### config.mk
export PLATFORM = sky130hd
export DESIGN_NAME = ema_axis_flat
export DESIGN_NICKNAME = d
export VERILOG_FILES = /design/src/rtl/ema_axis_if.sv /design/src/rtl/ema_axis.sv /design/src/flat_wrapper.sv
export SDC_FILE = /design/constraint.sdc
export NUM_CORES = 1
export LEC_CHECK = 0
export BUFFER_PORTS_ARGS = -buffer_cell sky130_fd_sc_hd__buf_2
export CELL_PAD_IN_SITES_DETAIL_PLACEMENT = 0
export CELL_PAD_IN_SITES_GLOBAL_PLACEMENT = 1
export CORE_MARGIN = 1.5
export CORE_UTILIZATION = 34
export CTS_BUF_LIST = sky130_fd_sc_hd__clkbuf_8
export DETAILED_ROUTE_END_ITERATION = 12
export PLACE_DENSITY_LB_ADDON = 0.1
export SYNTH_ARGS = -nofsm -noshare
export SYNTH_HDL_FRONTEND = slang
export SYNTH_SLANG_ARGS = --single-unit
### constraint.sdc
create_clock -name clk -period 4.5 [get_ports clk]
set_clock_uncertainty 0.05 [all_clocks]
set_input_delay 0.225 -clock clk [delete_from_list [all_inputs] [get_ports clk]]
set_output_delay 0.225 -clock clk [all_outputs]
set_load 0.01 [all_outputs]
### src/rtl/ema_axis_if.sv
// AXI-Stream style handshake bundle used on both sides of ema_axis.
// The tlast wire exists only when EMA_TLAST_EN is defined.
interface ema_axis_if #(
  parameter int unsigned DATA_W = 32
);
  logic [DATA_W-1:0] tdata;
  logic              tvalid;
  logic              tready;
`ifdef EMA_TLAST_EN
  logic              tlast;
`endif

`ifdef EMA_TLAST_EN
  modport master (output tdata, output tvalid, output tlast, input tready);
  modport slave  (input tdata, input tvalid, input tlast, output tready);
`else
  modport master (output tdata, output tvalid, input tready);
  modport slave  (input tdata, input tvalid, output tready);
`endif
endinterface

### src/rtl/ema_axis.sv
// Streaming exponential moving average: y <= x/4 + y/4 + y/2, one sample per cycle.
// Define EMA_TLAST_EN to add tlast pass-through and per-packet filter restart.
module ema_axis #(
  parameter int unsigned         DATA_W   = 32,
  parameter logic [DATA_W-1:0]   INIT_VAL = DATA_W'(32'h000003E8)
) (
  input  logic        clk,
  input  logic        rst,
  ema_axis_if.slave   s_axis,
  ema_axis_if.master  m_axis,
  output logic [15:0] sample_cnt
);

  logic [DATA_W-1:0] y;
  logic [DATA_W-1:0] y_next;
  logic [DATA_W-1:0] out_data;
  logic              out_valid;
  logic              in_fire;
  logic              out_fire;
`ifdef EMA_TLAST_EN
  logic              out_last;
`endif

  // A new sample is accepted whenever the output slot is empty or being drained.
  assign s_axis.tready = ~out_valid | m_axis.tready;
  assign in_fire       = s_axis.tvalid & s_axis.tready;
  assign out_fire      = out_valid & m_axis.tready;

  // Each term is shifted on its own; the sum cannot carry past DATA_W bits,
  // so dropping the extra carry bit leaves the result unchanged.
  always_comb begin
    y_next = (s_axis.tdata >> 2) + (y >> 2) + (y >> 1);
  end

  always_ff @(posedge clk or posedge rst) begin
    if (rst) begin
      y          <= INIT_VAL;
      out_data   <= '0;
      out_valid  <= 1'b0;
      sample_cnt <= 16'h0000;
`ifdef EMA_TLAST_EN
      out_last   <= 1'b0;
`endif
    end else begin
      if (in_fire) begin
        out_data  <= y_next;
        out_valid <= 1'b1;
`ifdef EMA_TLAST_EN
        out_last  <= s_axis.tlast;
        y         <= s_axis.tlast ? INIT_VAL : y_next;
`else
        y         <= y_next;
`endif
      end else if (out_fire) begin
        out_valid <= 1'b0;
      end
      if (out_fire) begin
        sample_cnt <= sample_cnt + 16'h0001;
      end
    end
  end

  assign m_axis.tdata  = out_data;
  assign m_axis.tvalid = out_valid;
`ifdef EMA_TLAST_EN
  assign m_axis.tlast  = out_last;
`endif

endmodule

### src/flat_wrapper.sv
// flat-port wrapper written by rule: the top's interface ports become plain ports
module ema_axis_flat 
#(
  parameter int unsigned         DATA_W   = 32,
  parameter logic [DATA_W-1:0]   INIT_VAL = DATA_W'(32'h000003E8)
)
  (clk, rst, sample_cnt, s_axis_tdata, s_axis_tvalid, s_axis_tready, m_axis_tdata, m_axis_tvalid, m_axis_tready);
  ema_axis_if #(.DATA_W(DATA_W)) s_axis_i ();
  ema_axis_if #(.DATA_W(DATA_W)) m_axis_i ();
  input  logic clk;
  input  logic rst;
  output logic [15:0] sample_cnt;
  input wire logic [$bits(s_axis_i.tdata)-1:0] s_axis_tdata;
  input wire logic [$bits(s_axis_i.tvalid)-1:0] s_axis_tvalid;
  output wire logic [$bits(s_axis_i.tready)-1:0] s_axis_tready;
  output wire logic [$bits(m_axis_i.tdata)-1:0] m_axis_tdata;
  output wire logic [$bits(m_axis_i.tvalid)-1:0] m_axis_tvalid;
  input wire logic [$bits(m_axis_i.tready)-1:0] m_axis_tready;
  assign s_axis_i.tdata = s_axis_tdata;
  assign s_axis_i.tvalid = s_axis_tvalid;
  assign s_axis_tready = s_axis_i.tready;
  assign m_axis_tdata = m_axis_i.tdata;
  assign m_axis_tvalid = m_axis_i.tvalid;
  assign m_axis_i.tready = m_axis_tready;
  ema_axis #(.DATA_W(DATA_W), .INIT_VAL(INIT_VAL)) u_core (.clk(clk), .rst(rst), .s_axis(s_axis_i), .m_axis(m_axis_i), .sample_cnt(sample_cnt));
endmodule
Word level (Yosys, flattened, before mapping)
Cells that the tools add are included.
{ "totals": {"regBits": 81, "latch_bits": 0, "mem_bits_rw": 0, "romBits": 0, "word_cells": 14, "n_memories": 0} }
{ "classes": {"addsub": 3, "mul": 0, "div_mod_pow": 0, "magnitude_cmp": 0, "eq_ne": 0, "shift": 0, "n_mux": 2, "n_bitwise": 4, "reduce_logical": 1} }
{ "op_table": {"columns": ["operator", "count"], "rows": [
  ["$add 32x31->32", 1],
  ["$add 30x30->31", 1],
  ["$add 16x1->16 const B", 1],
  ["$and 1x1->1", 2],
  ["$mux 1", 2],
  ["$reduce_bool 2->1", 1],
  ["$not 1->1", 1],
  ["$or 1x1->1", 1]
]} }

Logic depth before layout (Yosys ltp)
Gate-level depths: netlist (run 1).
{ "logic_depth": {"ltp_word": 4, "depth_mapped": 20, "ltp_nobuf": 20} }

Worst setup path before layout (run 1)
OpenSTA, ideal clock, no wires.
{ "synth_path": {"path_kind": "register to register", "start": "reg, netlist name u_core.m_axis.tdata[2]", "end": "reg u_core.out_data[27] (netlist: u_core.m_axis.tdata[27])", "setup_ns": 0.132, "t_arrival_ns": 3.871, "t_required_ns": 4.318, "path_slack_ns": 0.447, "path_stages_with_launch": 20, "path_buffers": 0, "path_cell_list": "dfrtp_1 -> ha_1 -> inv_1 -> fa_1 -> nor2b_1 -> o31a_1 -> a22oi_1 -> nand2_1 -> a21oi_1 -> o21ba_1 -> xnor2_1 -> ha_1 -> nand4_1 -> or4_1 -> o32ai_2 -> a31oi_2 -> o31a_1 -> o21ai_2 -> xnor2_1 -> o21ai_1"} }
{ "synth_rtl": {"columns": ["item", "line_no", "text"], "rows": [
  ["end signal, assigned", "ema_axis.sv:46", "out_data <= y_next;"],
  ["end, declared", "ema_axis.sv:16", "logic [DATA_W-1:0] out_data;"]
]} }

Final worst setup path (run 1)
{ "layout_path": {"start": "reg u_core.y[3]", "end": "reg u_core.out_data[30] (netlist: u_core.m_axis.tdata[30])"} }
{ "layout_between": {"elab_chain_len": 2} }
{ "layout_lines": {"columns": ["item", "line_no", "text"], "rows": [
  ["start, declared", "ema_axis.sv:14", "logic [DATA_W-1:0] y;"],
  ["start signal, assigned", "ema_axis.sv:52", "y <= y_next;"],
  ["$add 30x30->31", "ema_axis.sv:32", "y_next = (s_axis.tdata >> 2) + (y >> 2) + (y >> 1);"],
  ["$add 32x31->32 (*)", "ema_axis.sv:32", null]
]} }
Every way passes the cells marked *; elsewhere a longest branch is shown, timed or not.
A chain may end at the register's enable or synchronous reset.

==> run metrics, run 1 <==
Mapped Cells 663; count of standard-cell rows 46; overall track demand over capacity in global routing 17.12%; Filler Cell Count 1,731; worst slew pin tran 0.8173 ns; Crit-path slowest cell sky130_fd_sc_hd__dfstp_2; proportion of synthesized chip area in sequential cells 25.47%; critical path fanouts, max 6; Post-Synthesis Net Count 768; Netlist cell types 58; fin util 40.35%; worst stage delay on the critical path 0.58 ns; depth of the CTS H-tree 2; fin cells 960; Core Footprint 15,770 sq um; number of maximum-capacitance violations 0; WL final 14,130 microns; fraction of layout instances using a drive strength above 1 23.12%; sum of buffers and inverters on the critical path 2; first-pass detailed-route iteration total 4; endpoint required time on the critical path 4.74 ns; DR vias/cell 5.050; register clock-pin slew on the reported worst setup and hold paths 0.12 ns; routability-driven placement congestion ratio 0.8443; status completed; Slew HR 45.32%; R2R Setup Slk 0.26 ns; width of the die 129.4 microns; class of the most critical hold timing path in -> async; commonest register cell after synthesis sky130_fd_sc_hd__dfrtp_1; ANT cells 0; Skew-Pair Late Insertion Delay 0.35 ns; I/O pin cnt 86; fin crit share 94.15%; crit path time final 4.237 ns; sort of element at the end of the critical path flip-flop; Post-Place Setup Slack 0.07021 ns; total overflow reported by the global router 0; fraction of synthesis flops using an asynchronous set or reset pin 100.0%; number of global-route vias before repair 4,707; flip-flop and latch count after synthesis 55; full die area 16,750 sq um; clock tree root buffer cell sky130_fd_sc_hd__clkbuf_8; vias 4,848; max-slew violation count 0; depth of the critical timing path with buffers and inverters included 18; Initial Utilization 34.46%; capturing point of the worst reg2reg path u_core.m_axis.tdata[30]$_DFFE_PP0P_; Hold Violations, Final 0; clock tree from TritonCTS done; HPWL Detailed 10,950 microns; initial antenna violation count 0; highest clock frequency the design can meet 236.0 MHz; routed len/inst 14.72 microns; number of synthesized flops with an enable pin 0; chip height 129.4 microns; global-route wire length before repair 22,820 microns; Syn. warnings 0; post-synthesis instance area 5434 sq um; number of design rule violations left after detail routing 0; final setup slack of the worst path 0.2633 ns; port bufs 83; number of buffers created by CTS 5; maximum number of pins on one net before global-route repair 56; Final TNS setup 0 ns; Worst Reg-to-Reg Cells 18; area overhead of the layout relative to synthesis 17.11%; antenna-violating nets left 0; critical-path cell list ha_1 -> a211oi_2 -> buf_4 -> o21bai_1 -> a21oi_1 -> o21bai_1 -> a21oi_1 -> xnor2_1 -> ha_2 -> o21a_1 -> o21a_1 -> o32ai_2 -> o31ai_4 -> a21oi_2 -> o41a_1 -> buf_4 -> or3_1 -> nand3_1; data arrival time of the worst path 4.48 ns; Mapped Avg Cell Area 8.196 sq um; source of the critical timing path u_core.y[3]$_DFFE_PP1P_; Setup CP Type reg -> reg; Total Nets Final 848; family with the most delay on the worst path compound AO/OA/AOI/OAI gates; Inst Count DP 947; worst flop-to-flop path startpoint u_core.y[3]$_DFFE_PP1P_; Setup-failing EPs final 0; number of buffers on the longest clock path 2; number of sinks on the clock net 55; worst setup path end u_core.m_axis.tdata[30]$_DFFE_PP0P_; Iter 0 DRT Violations 150; Critical Path Start Type flip-flop
[routing by layer]
metal / routed length [microns] / track usage (%) / share of wire, %
met1: 6448 / 21.89 / 46
met3: 431 / 2.147 / 3.1
met2: 7102 / 30.82 / 50
met4: 148 / 3.856 / 1.0
met5: 0 / 0 / 0
[cells by family (layout without fill, tap and decap cells)]
logic type / Yosys count / in the layout / share of synthesized area, %
mux: 1 / 1 / 0.2072
simple gates: 211 / 211 / 18.24
buf+inv: 71 / 152 / 6.700
fa+ha+maj: 69 / 69 / 16.16
compound gates: 192 / 192 / 22.91
flops: 55 / 55 / 25.47
xor+xnor: 64 / 64 / 10.32
[state kept, by name, indices dropped and copies added, names as in the netlist]
register              flops
u_core.m_axis.tvalid      1
u_core.y                  6
u_core.sample_cnt        16
u_core.m_axis.tdata      32
[worst min path at each step]
| stage | start | endpoint | slack [ns] | cells past startpoint |
|---|---|---|---|---|
| after floorplan | s_axis_tvalid | u_core.m_axis.tvalid$_DFFE_PP0P_ | 0.28 | 1 |
| after global placement | s_axis_tvalid | u_core.m_axis.tvalid$_DFFE_PP0P_ | 0.40 | 2 |
| after detailed placement | s_axis_tvalid | u_core.m_axis.tvalid$_DFFE_PP0P_ | 0.41 | 2 |
| after CTS | s_axis_tvalid | u_core.m_axis.tvalid$_DFFE_PP0P_ | 0.03 | 2 |
| after global routing | s_axis_tvalid | u_core.m_axis.tvalid$_DFFE_PP0P_ | 0.05 | 2 |
| final | rst | u_core.m_axis.tdata[5]$_DFFE_PP0P_ | 0.03 | 3 |
[area by class of cell]
class                      instances  area [sq um]  share of cell area, %
multi-input combinational        537          3830                  60.18
sequential                        55          1384                  21.75
timing repair buffer             119         685.7                  10.77
tap                              216         270.3                  4.247
inverter                          25         93.84                  1.475
clock buffer                       5         68.82                  1.081
clock inverter                     3         31.28                 0.4915
[through the flow]
| step | hold slack [ns] | cell area, sq um |
|---|---|---|
| 2_1_floorplan | 0.2834 | 5434 |
| 3_3_place_gp | 0.3965 | 6085 |
| 3_5_place_dp | 0.4080 | 6085 |
| 4_1_cts | 0.02574 | 6185 |
| 5_1_grt | 0.05349 | 6364 |
| 6_report | 0.02813 | 6364 |
[tightest hold or removal path, stage by stage]
cell and delay, ns:
sky130_fd_sc_hd__buf_2 0.10, sky130_fd_sc_hd__inv_2 0.03, sky130_fd_sc_hd__buf_4 0.59
[cell usage in the layout (no fill, tap or decap), drive strengths merged, types with 5 or more instances in the layout]
master,instances
dfstp,6
nor3,12
inv,27
o21bai,14
nor2,40
a211oi,7
clkbuf,5
o21a,7
nand4,17
xnor2,42
nand2,84
o31ai,6
xor2,22
a21oi,59
dfrtp,49
o21ai,48
buf,119
o2111ai,5
a21o,20
nand2b,10
nand3,28
ha,67
[cells in the mapped netlist (all sizes together), types with 4 or more instances]
cell	count	area, sq um
a211oi	7	52.55
a21o	20	150.1
a21oi	59	299.0
a31oi	4	31.28
buf	26	195.2
clkbuf	20	75.07
dfrtp	49	1226
dfstp	6	157.7
ha	67	838.3
inv	25	93.84
nand2	84	315.3
nand2b	10	62.56
nand3	28	140.1
nand4	17	106.4
nor2	40	152.6
nor2b	4	27.53
nor3	12	60.06
o2111ai	5	43.79
o21a	7	52.55
o21ai	48	244.0
o21bai	14	105.1
o31ai	6	63.81
or3	4	25.02
xnor2	42	367.9
xor2	22	192.7
[what timing repair did]
action	4_1_cts	5_1_grt
gates resized for setup	0	30
buffers inserted	0	5
hold buffers	0	0
endpoints found under the setup margin	0	13
Power of run 1 is left out: the tool's default activity adds up to more than one toggle a clock period on the data nets, which glitch-free logic cannot reach.
==> inputs of run 2 (changes only) <==
Settings changed: CORE_MARGIN 1.5 to 2, CTS_BUF_LIST sky130_fd_sc_hd__clkbuf_8 to default.
==> run 2 against run 1 <==
  * Maximum frequency down 0.22%
  * Die area up 1.6%
  * Utilization about the same
  * Wire length down 2.1%
  * Setup slack worse by 0.0093 ns
==> run metrics, run 2 (synthesized netlist as in run 1, its figures left out) <==
clock tree root buffer cell sky130_fd_sc_hd__clkbuf_16; Setup-failing EPs final 0; routability-driven placement congestion ratio 0.8580; full die area 17,010 sq um; depth of the CTS H-tree 2; WL final 13,840 microns; worst slew pin tran 0.7448 ns; chip height 130.4 microns; sort of element at the end of the critical path flip-flop; number of sinks on the clock net 55; number of buffers added to fix hold violations after cts 0; fin crit share 94.36%; HPWL Detailed 10,970 microns; final standard cell area without fillers 6356 sq um; endpoint required time on the critical path 4.64 ns; Filler Cell Count 1,693; first-pass detailed-route iteration total 4; number of maximum-capacitance violations 0; maximum number of pins on one net before global-route repair 56; port bufs 83; crit path time final 4.246 ns; global-route wire length before repair 22,770 microns; number of buffers on the longest clock path 2; status completed; I/O pin cnt 86; number of design rule violations left after detail routing 0; final hold slack 0.07095 ns; Core Footprint 15,770 sq um; top library cells by usage in the layout, fill and taps aside sky130_fd_sc_hd__nand2_1 (83), sky130_fd_sc_hd__buf_2 (83), sky130_fd_sc_hd__ha_1 (63), sky130_fd_sc_hd__a21oi_1 (53), sky130_fd_sc_hd__dfrtp_1 (49); Crit-path slowest cell sky130_fd_sc_hd__dfstp_2; Skew-Pair Late Insertion Delay 0.31 ns; Total Nets Final 844; total overflow reported by the global router 0; area overhead of the layout relative to synthesis 16.97%; ANT cells 0; routed len/inst 14.47 microns; Initial Utilization 34.46%; initial antenna violation count 0; count of standard-cell rows 46; width of the die 130.4 microns; overall track demand over capacity in global routing 16.74%; flip-flop count of the largest register, all copies and words added 32; worst stage delay on the critical path 0.57 ns; number of buffers created by CTS 5; fraction of layout instances using a drive strength above 1 21.89%; Slew HR 50.35%; clock tree from TritonCTS done; critical path fanouts, max 4; class of the most critical hold timing path in -> async; Hold Violations, Final 0; max-slew violation count 0; number of global-route vias before repair 4,629; register clock-pin slew on the reported worst setup and hold paths 0.08 ns; Iter 0 DRT Violations 206; critical-path cell list inv_1 -> fa_2 -> nor2b_2 -> o31a_1 -> a22oi_2 -> o22ai_1 -> o211a_1 -> o21ai_1 -> o311ai_1 -> ha_1 -> a21o_1 -> a21oi_1 -> o21bai_1 -> a21o_1 -> a21oi_1 -> a2bb2oi_1 -> nand3_1; antenna-violating nets left 0; Setup CP Type reg -> reg; highest clock frequency the design can meet 235.5 MHz; vias 4,859; instance area after placement 6070 sq um; data arrival time of the worst path 4.39 ns; Critical Path Start Type flip-flop; DR vias/cell 5.083; fin util 40.30%
==> run 2: what timing repair did <==
item | CTS | global route
setup endpoints to repair | 0 | 13
gates resized for setup | 0 | 23
endpoints found under the hold margin | 0 | 0
setup buffers | 0 | 3
==> run 2: metal layers <==
layer / GRT usage [%] / vias to the layer above / routed length (microns) / share of wire, %
li1: - / 2499 / - / -
met1: 22.05 / 2282 / 6559 / 47
met2: 29.72 / 71 / 6774 / 49
met3: 2.402 / 7 / 408 / 2.9
met4: 2.816 / 0 / 95 / 0.69
met5: 0 / - / 0 / 0
==> run 2: through the flow <==
| step | TNS (ns) | setup WS, ns | cells |
|---|---|---|---|
| final | 0 | 0.2539 | 956 |
| after global routing | -0.02330 | -0.01176 | 956 |
| after CTS | 0 | 0.04326 | 953 |
| after detailed placement | 0 | 0.08466 | 945 |
| after global placement | 0 | 0.09049 | 945 |
| after floorplan | 0 | 0.4473 | 663 |
==> run 2: worst max-delay path: cells and delay by family (launching register included) <==
kind	cells	cell delay [ns]
AO/OA/AOI/OAI	12	2.50
adder cells (fa/ha/maj)	2	0.71
flip-flops	1	0.57
AND/OR/NAND/NOR	2	0.22
buffers and inverters	1	0.06
==> run 2: layout make-up <==
type                       count  area [sq um]  share of cell area (%)
multi-input combinational    537          3796                   59.72
sequential                    55          1384                   21.77
timing repair buffer         115         655.6                   10.31
tap                          216         270.3                   4.252
clock buffer                   5         125.1                   1.969
inverter                      25         93.84                   1.476
clock inverter                 3         31.28                  0.4921
==> run 2: path summary, 6_finish.rpt <==
kind	start	endpoint	slack (ns)	depth (start not counted)
max	u_core.y[3]$_DFFE_PP1P_	u_core.m_axis.tdata[30]$_DFFE_PP0P_	0.25	17
max in group asynchronous	rst	u_core.m_axis.tdata[20]$_DFFE_PP0P_	3.84	3
max reg2reg	u_core.y[3]$_DFFE_PP1P_	u_core.m_axis.tdata[30]$_DFFE_PP0P_	0.25	17
min in group clk	s_axis_tvalid	u_core.m_axis.tvalid$_DFFE_PP0P_	0.09	2
min	rst	u_core.sample_cnt[15]$_DFFE_PP0P_	0.07	3
min reg2reg	u_core.sample_cnt[15]$_DFFE_PP0P_	u_core.sample_cnt[15]$_DFFE_PP0P_	0.42	1
Power of run 2 is left out for the same reason.
==> inputs of run 3 (changes only) <==
Settings changed: CORE_UTILIZATION 34 to 43.
==> run 3 against run 2 <==
  * Die area is 20% lower
  * Worst hold slack improved by 0.011 ns
  * Sequential share of layout area grew 0.49 points
  * Design area is 2.2% lower
  * Critical path depth rose by 3
  * Global-route usage increased by 3.4 points
  * Register-to-register slack better by 0.03 ns
  * First-iteration DRC count fell by 7.8%
  * Wire length is 5.6% lower
  * Clock-buffer cell count stayed put
  * Setup slack better by 0.033 ns
  * Flip-flop and latch count unchanged
  * Critical path type unchanged
  * Largest cell class unchanged
==> run metrics, run 3 (synthesized netlist as in run 1, its figures left out) <==
clock tree root buffer cell sky130_fd_sc_hd__clkbuf_16; width of the die 116.4 microns; Iter 0 DRT Violations 190; chip height 116.4 microns; Total Nets Final 840; routed len/inst 14.39 microns; fin crit share 93.62%; global-route wire length before repair 21,920 microns; ANT cells 0; HPWL Detailed 10,380 microns; initial antenna violation count 0; number of maximum-capacitance violations 0; register clock-pin slew on the reported worst setup and hold paths 0.08 ns; fin util 49.87%; DR vias/cell 5.329; number of buffers created by CTS 5; Filler Cell Count 1,270; fraction of layout instances using a drive strength above 1 20.11%; Crit-path slowest cell sky130_fd_sc_hd__or4_1; class of the most critical hold timing path in -> async; critical path fanouts, max 5; worst stage delay on the critical path 0.49 ns; clock tree from TritonCTS done; routability-driven placement congestion ratio 0.8343; Core Footprint 12,470 sq um; fin cells 908; port bufs 83; multi-input gate area in the final layout 3745 sq um; flip-flop count of the largest register, all copies and words added 32; Setup-failing EPs final 0; Final TNS setup 0 ns; number of buffers on the longest clock path 2; endpoint required time on the critical path 4.69 ns; full die area 13,550 sq um; Initial Utilization 43.59%; highest clock frequency the design can meet 237.4 MHz; overall track demand over capacity in global routing 20.10%; crit path time final 4.213 ns; I/O pin cnt 86; status completed; number of sinks on the clock net 55; Slew HR 45.35%; total overflow reported by the global router 0; top library cells by usage in the layout, fill and taps aside sky130_fd_sc_hd__nand2_1 (83), sky130_fd_sc_hd__buf_2 (83), sky130_fd_sc_hd__ha_1 (67), sky130_fd_sc_hd__a21oi_1 (57), sky130_fd_sc_hd__dfrtp_1 (49); Inst Count DP 897; area used by sequential logic in the layout 1384 sq um; worst slew pin tran 0.8168 ns; WL final 13,070 microns; Skew-Pair Late Insertion Delay 0.30 ns; number of global-route vias before repair 4,609; depth of the CTS H-tree 2; unrepaired setup endpoints after global routing false; maximum number of pins on one net before global-route repair 56; vias 4,839; max-slew violation count 0; area overhead of the layout relative to synthesis 14.41%; count of standard-cell rows 41; Hold Violations, Final 0; Critical Path Start Type flip-flop; antenna-violating nets left 0; sort of element at the end of the critical path flip-flop; number of design rule violations left after detail routing 0; critical-path cell list ha_1 -> inv_1 -> fa_2 -> nor2b_2 -> o31a_1 -> buf_4 -> o21ai_1 -> nand2b_1 -> nand3_1 -> nand2_1 -> xor2_1 -> ha_1 -> o21a_1 -> o21a_1 -> o32ai_2 -> o31ai_4 -> a21oi_2 -> o41a_1 -> or4_1 -> nand3_1; first-pass detailed-route iteration total 4; data arrival time of the worst path 4.40 ns; Setup CP Type reg -> reg
run 3: per-stage QoR:
step	instance area [sq um]	hold slack (ns)	worst slack, ns
after floorplan	5434	0.2834	0.4473
after global placement	5984	0.3977	0.09458
after detailed placement	5984	0.4047	0.1065
after CTS	6138	0.08296	0.04696
after global routing	6217	0.1108	0.004754
final	6217	0.08166	0.2870
run 3: per-layer routing:
metal,share of wire [%],GRT usage (%)
met1,48,26.81
met2,49,35.35
met3,2.8,2.231
met4,0.85,4.048
met5,0,0
run 3: worst max-delay path: cells and delay by family (launching register included):
family	cells	cell delay, ns
xor+xnor	1	0.15
compound gates	8	1.65
flops	1	0.38
buf+inv	2	0.24
fa+ha+maj	3	0.79
simple gates	6	0.89
run 3: path summary, 6_finish.rpt:
| path | depth (start not counted) | start | to | slack [ns] |
|---|---|---|---|---|
| max in group asynchronous | 3 | rst | u_core.m_axis.tdata[13]$_DFFE_PP0P_ | 3.83 |
| setup reg to reg | 20 | u_core.m_axis.tdata[2]$_DFFE_PP0P_ | u_core.m_axis.tdata[26]$_DFFE_PP0P_ | 0.29 |
| setup / recovery | 20 | u_core.m_axis.tdata[2]$_DFFE_PP0P_ | u_core.m_axis.tdata[26]$_DFFE_PP0P_ | 0.29 |
| min in group clk | 2 | s_axis_tvalid | u_core.m_axis.tvalid$_DFFE_PP0P_ | 0.09 |
| hold reg to reg | 2 | u_core.m_axis.tdata[5]$_DFFE_PP0P_ | u_core.m_axis.tdata[5]$_DFFE_PP0P_ | 0.42 |
| hold / removal | 3 | rst | u_core.m_axis.tdata[3]$_DFFE_PP0P_ | 0.08 |
run 3: final cells by class:
type / count / share of cell area (%)
Sequential cell: 55 / 22.26
Multi-Input combinational cell: 537 / 60.23
Clock inverter: 3 / 0.4629
Inverter: 25 / 1.509
Timing Repair Buffer: 111 / 10.06
Clock buffer: 5 / 2.012
Tap cell: 172 / 3.461
run 3: what timing repair did:
action,4_1_cts,5_1_grt
buffers inserted,0,3
hold buffers,0,0
setup endpoints to repair,0,11
resized for setup,0,11
Power of run 3 is left out for the same reason.
